File: config.mk
export PLATFORM = sky130hd
export DESIGN_NAME = param_adjust
export DESIGN_NICKNAME = d
export VERILOG_FILES = /design/src/rtl/param_adjust_pkg.sv /design/src/rtl/param_adjust_btn_cond.sv /design/src/rtl/param_adjust.sv
export SDC_FILE = /design/constraint.sdc
export NUM_CORES = 1
export LEC_CHECK = 0
export CAP_MARGIN = 10
export CORE_MARGIN = 3
export CORE_UTILIZATION = 30
export CTS_BUF_LIST = sky130_fd_sc_hd__clkbuf_2 sky130_fd_sc_hd__clkbuf_4 sky130_fd_sc_hd__clkbuf_8
export CTS_CLUSTER_SIZE = 16
export DETAILED_ROUTE_END_ITERATION = 10
export GPL_ROUTABILITY_DRIVEN = 0
export PLACE_DENSITY_LB_ADDON = 0.05
export SETUP_SLACK_MARGIN = 0.15
export SLEW_MARGIN = 20
export SYNTH_ARGS = -nofsm -noshare
export SYNTH_HDL_FRONTEND = slang
export SYNTH_SLANG_ARGS = --single-unit
File: constraint.sdc
create_clock -name clk -period 2.3 [get_ports clk]
set_clock_uncertainty 0.05 [all_clocks]
set_input_delay 0.23 -clock clk [delete_from_list [all_inputs] [get_ports clk]]
set_output_delay 0.23 -clock clk [all_outputs]
set_load 0.005 [all_outputs]
File: src/rtl/param_adjust_pkg.sv
// Shared set-point constants and target-select helper for the parameter adjust path.
`timescale 1ns/1ps
package param_adjust_pkg;

    // Set-point format shared with the generator and display stages
    localparam int unsigned SP_W        = 4;
    localparam int unsigned SP_FREC_MAX = 9;
    localparam int unsigned SP_COR_MAX  = 9;
    localparam int unsigned SP_FREC_RST = 0;
    localparam int unsigned SP_COR_RST  = 0;

    // Button timing from the 100 MHz board clock: 5 ms debounce, 250 ms repeat
    localparam int unsigned SP_CLK_HZ      = 100_000_000;
    localparam int unsigned SP_DB_CYCLES   = SP_CLK_HZ / 200;
    localparam int unsigned SP_RPT_CYCLES  = SP_CLK_HZ / 4;

    typedef enum logic [1:0] {
        TGT_NONE,
        TGT_FREC,
        TGT_COR
    } target_e;

    // Exactly one selector enable picks a target; none or both means no target
    function automatic target_e sel_target(input logic frec_en, input logic cor_en);
        case ({frec_en, cor_en})
            2'b10:   return TGT_FREC;
            2'b01:   return TGT_COR;
            default: return TGT_NONE;
        endcase
    endfunction

endpackage

File: src/rtl/param_adjust_btn_cond.sv
// Pushbutton conditioner: 2-FF sync, debounce, rising-edge step and auto-repeat.
`timescale 1ns/1ps
module btn_cond
    import param_adjust_pkg::*;
#(
    parameter int unsigned DB_CYCLES  = SP_DB_CYCLES,
    parameter int unsigned RPT_CYCLES = SP_RPT_CYCLES
) (
    input  logic clk,
    input  logic rst_n,
    input  logic btn,
    output logic step
);

    localparam int unsigned DBW = $clog2(DB_CYCLES);
    localparam int unsigned RPW = $clog2(RPT_CYCLES);
    localparam logic [DBW-1:0] DB_LAST  = DBW'(DB_CYCLES - 1);
    localparam logic [RPW-1:0] RPT_LAST = RPW'(RPT_CYCLES - 1);

    logic           s1;
    logic           s2;
    logic           lvl;
    logic [DBW-1:0] db_cnt;
    logic [RPW-1:0] rpt_cnt;

    // Bring the raw button into the clock domain
    always_ff @(posedge clk or negedge rst_n) begin
        if (!rst_n) begin
            s1 <= 1'b0;
            s2 <= 1'b0;
        end else begin
            s1 <= btn;
            s2 <= s1;
        end
    end

    // Debounce the synced level, emit a step on the press and every repeat period while held
    always_ff @(posedge clk or negedge rst_n) begin
        if (!rst_n) begin
            lvl     <= 1'b0;
            db_cnt  <= '0;
            rpt_cnt <= '0;
            step    <= 1'b0;
        end else begin
            step <= 1'b0;

            if (s2 == lvl) begin
                db_cnt <= '0;
            end else if (db_cnt == DB_LAST) begin
                db_cnt <= '0;
                lvl    <= s2;
                step   <= s2;
            end else begin
                db_cnt <= db_cnt + DBW'(1);
            end

            // The repeat counter starts on the cycle after the debounced rise,
            // so the first repeat lands RPT_CYCLES after the initial step
            if (!lvl) begin
                rpt_cnt <= '0;
            end else if (rpt_cnt == RPT_LAST) begin
                rpt_cnt <= '0;
                step    <= 1'b1;
            end else begin
                rpt_cnt <= rpt_cnt + RPW'(1);
            end
        end
    end

endmodule

File: src/rtl/param_adjust.sv
// Frequency/current set-point adjust: button conditioning, target select, saturating step.
`timescale 1ns/1ps
module param_adjust
    import param_adjust_pkg::*;
#(
    parameter int unsigned W          = SP_W,
    parameter int unsigned FREC_MAX   = SP_FREC_MAX,
    parameter int unsigned COR_MAX    = SP_COR_MAX,
    parameter int unsigned FREC_RST   = SP_FREC_RST,
    parameter int unsigned COR_RST    = SP_COR_RST,
    parameter int unsigned DB_CYCLES  = SP_DB_CYCLES,
    parameter int unsigned RPT_CYCLES = SP_RPT_CYCLES
) (
    input  logic         clk,
    input  logic         rst_n,
    input  logic         frec_en,
    input  logic         cor_en,
    input  logic         btn_up,
    input  logic         btn_down,
    output logic [W-1:0] frec_val,
    output logic [W-1:0] cor_val,
    output logic         upd
);

    localparam logic [W-1:0] FMAX = W'(FREC_MAX);
    localparam logic [W-1:0] CMAX = W'(COR_MAX);
    localparam logic [W-1:0] FRST = W'(FREC_RST);
    localparam logic [W-1:0] CRST = W'(COR_RST);

    logic         step_up;
    logic         step_dn;
    logic [W-1:0] frec_nxt;
    logic [W-1:0] cor_nxt;
    logic         chg_nxt;
    logic         chg;
    target_e      tgt;

    btn_cond #(.DB_CYCLES(DB_CYCLES), .RPT_CYCLES(RPT_CYCLES)) u_up (
        .clk   (clk),
        .rst_n (rst_n),
        .btn   (btn_up),
        .step  (step_up)
    );

    btn_cond #(.DB_CYCLES(DB_CYCLES), .RPT_CYCLES(RPT_CYCLES)) u_down (
        .clk   (clk),
        .rst_n (rst_n),
        .btn   (btn_down),
        .step  (step_dn)
    );

    // Apply a single up or down step to the selected set-point, saturating at the limits
    always_comb begin
        frec_nxt = frec_val;
        cor_nxt  = cor_val;
        chg_nxt  = 1'b0;
        tgt      = sel_target(frec_en, cor_en);
        if (step_up ^ step_dn) begin
            case (tgt)
                TGT_FREC: begin
                    if (step_up && frec_val != FMAX) begin
                        frec_nxt = frec_val + W'(1);
                        chg_nxt  = 1'b1;
                    end else if (step_dn && frec_val != '0) begin
                        frec_nxt = frec_val - W'(1);
                        chg_nxt  = 1'b1;
                    end
                end
                TGT_COR: begin
                    if (step_up && cor_val != CMAX) begin
                        cor_nxt = cor_val + W'(1);
                        chg_nxt = 1'b1;
                    end else if (step_dn && cor_val != '0) begin
                        cor_nxt = cor_val - W'(1);
                        chg_nxt = 1'b1;
                    end
                end
                default: ;
            endcase
        end
    end

    // Set-point registers; upd trails the change by one cycle
    always_ff @(posedge clk or negedge rst_n) begin
        if (!rst_n) begin
            frec_val <= FRST;
            cor_val  <= CRST;
            chg      <= 1'b0;
            upd      <= 1'b0;
        end else begin
            frec_val <= frec_nxt;
            cor_val  <= cor_nxt;
            chg      <= chg_nxt;
            upd      <= chg;
        end
    end

endmodule

==> metrics.txt <==
share of the synthesized area in the top cell type=49.6%; FMAX=474 MHz; Slew @ Worst Pin=0.517 ns; Cell Area, Placed=5920 µm²; Root Buffer=clkbuf_8; worst min path class=primary input to register; fin cells=799; 1st-pass router iterations=4; Max clock buf depth=2; synth-to-layout area growth=15.3%; cell taking the most area after synthesis=dfrtp_1; first-pass GRT wire length=19,500 µm; post-synthesis cell type count=48; critical path type=register to register; Rel. slew slack=65.5%; warning count from the yosys run=0; worst path cell trace=or4b_1 > or4_4 > o21ai_4 > buf_12 > a21oi_1; Synth area leaders=dfrtp_1 (50%), xnor2_1 (5.4%), nor2_1 (4.5%); Via-to-Cell Ratio=4.96; Setup TNS=0 ns; Mapped Area=5350 µm²; Tot Pwr=3.15 mW; DIE AREA=19,500 µm²; Syn Inst Count=529; initial drt markers=170; CP arrival=2.33 ns; vias in the first global route=3,964; Worst-Skew Late Latency=0.38 ns; die extent in x=140 µm; setup ws final=0.192 ns; syn nets=547; CTS tree=done; Vias=3,967; initial antenna violation count=0; Startpoint Class=register; Syn Area/Cell=10.1 µm²; post-route DRC violation count=0; antenna diode count=0; Post-synth EDFFs=0; number of I/O port buffers=14; row count=48; Antenna Violating Nets Remaining=0; drt wl/cell=14.1 µm; pre-CTS WS=0.166 ns; Top FF cell, synth=dfrtp_1; Tot GR Track Use=12.2%; Final Net Count=588; Final Cycle Share=91.6%; fraction of registers with async set/reset=100%; crit path capture type=register; Max IR drop VDD=0.230 mV; Synth Register Bits=106; post-DP HPWL=7870 µm; fin crit period=2.11 ns; Fin. Hold Viols=0; # IOs=15; Slew Viols, Final=0; RR Startpoint=u_down.db_cnt[11]; Max Cap Viol=0; Crit. Startpoint=u_down.db_cnt[11]; RSZ-0062 raised after global routing=true; status=completed; Congestion Overflow GR=0; Max FO, Critical Path=18; worst hold start=btn_down; H-tree depth=3; power per standard cell area=510 nW/µm²; fraction of layout cells with a size suffix above 1=13.2%; Final Instance Area=6170 µm²; Post-Route WL=11,300 µm; Crit path largest cell delay=0.57 ns; # clock sinks=106; setup violators final=0; cts bufs inserted=9; Core Box Area=17,400 µm²; register area share after synthesis=49.6%; Leakage=2.39 nW; largest net degree at the start of global routing=39; overall die height=140 µm; placed cell count=780; Worst path slowest cell=or4_4; Filler cells=1,739; WP data required=2.52 ns; Reg clk slew, reported paths=0.10 ns; Initial Util=30.8%
-- layout make-up --
class                   count  area, µm²  area share (%)
clock buffers               9        124            2.01
clock inverters             6       66.3            1.08
flip-flops and latches    106       2660            43.1
multi-input cells         398       2620            42.5
repair buffers             41        368            5.96
inverters                  14       52.6           0.852
well taps                 225        282            4.56
-- cell usage in the layout (no fill, tap or decap), types with 4 or more instances in the layout --
master           instances
a21oi_1                 30
and2_1                   6
and3_1                  10
and4_1                   5
buf_4                   25
clkbuf_8                 9
clkdlybuf4s50_1         13
dfrtp_1                102
dfrtp_2                  4
ha_1                     9
inv_1                   14
mux2_2                   5
mux2i_1                  5
nand2_1                 33
nand3_1                 29
nand4_1                 21
nor2_1                  64
nor3_1                  11
nor4_1                  13
o21ai_0                 16
o31ai_1                 12
or3_1                   14
or4_1                   11
or4_4                    5
xnor2_1                 33
xor2_1                  25
-- worst max-delay path, delay by kind of cell (launching register included) --
| kind | cells | cell delay [ns] |
|---|---|---|
| compound gates | 2 | 0.21 |
| buf+inv | 1 | 0.17 |
| flops | 1 | 0.45 |
| simple gates | 2 | 1.12 |
-- cell usage after synthesis, drive strengths merged (6+ instances only) --
library cell,n
a21oi,31
and2,6
and3,10
buf,6
dfrtp,106
ha,10
inv,14
nand2,35
nand3,30
nand4,23
nor2,64
nor3,11
nor4,14
o21ai,17
o31ai,15
or3,18
or4,16
xnor2,33
xor2,25
-- path summary, 6_finish.rpt --
path | cells after the start | slack, ns | to
min | 1 | 0.23 | u_down.s1
max | 5 | 0.19 | u_down.db_cnt[16]
min in group asynchronous | 2 | 0.30 | upd
max reg2reg | 5 | 0.19 | u_down.db_cnt[16]
min reg2reg | 0 | 0.31 | u_up.s2
max in group asynchronous | 3 | 1.22 | u_up.rpt_cnt[7]
-- cell families after synthesis --
family,share of synthesized area (%)
muxes,1.99
buffers and inverters,2.13
adders and majority gates,3.09
and+or+nand+nor,25.4
xor gates and xnor gates,9.49
AOI/OAI and AO/OA,8.33
DFF,49.6
-- stage by stage --
stage | hold WS [ns] | utilization, %
3_3_place_gp | 0.199 | 34.1
5_1_grt | 0.191 | 35.5
2_1_floorplan | -0.116 | -
3_5_place_dp | 0.197 | 34.1
6_report | 0.231 | 35.5
4_1_cts | 0.200 | 35.3
-- repair_timing --
item | 4_1_cts | 5_1_grt
pin swaps | 0 | 3
hold endpoints to repair | 34 | 0
setup endpoints to repair | 1 | 38
setup buffers | 0 | 3
gates resized for setup | 1 | 10
hold buffers | 1 | 0
-- registers in the layout, indices dropped and copies added (netlist names), 4 cells and up --
name	flops
frec_val	4
u_up.db_cnt	19
u_down.db_cnt	19
cor_val	4
u_up.rpt_cnt	25
u_down.rpt_cnt	25
-- report_power, final --
group	internal, mW	leakage, nW	total (mW)	switching, mW
Combinational	0.0311	0.831	0.0939	0.0628
Clock	0.502	0.0994	1.17	0.665
Sequential	1.87	1.46	1.89	0.0121
-- metal layers --
layer	share of wire [%]	track usage [%]	routed length, µm
met1	49	16.2	5500
met2	47	19.8	5320
met3	3.1	3.44	347
met4	1.0	3.06	117
met5	0	0	0
(Power assumes the default switching activity.)
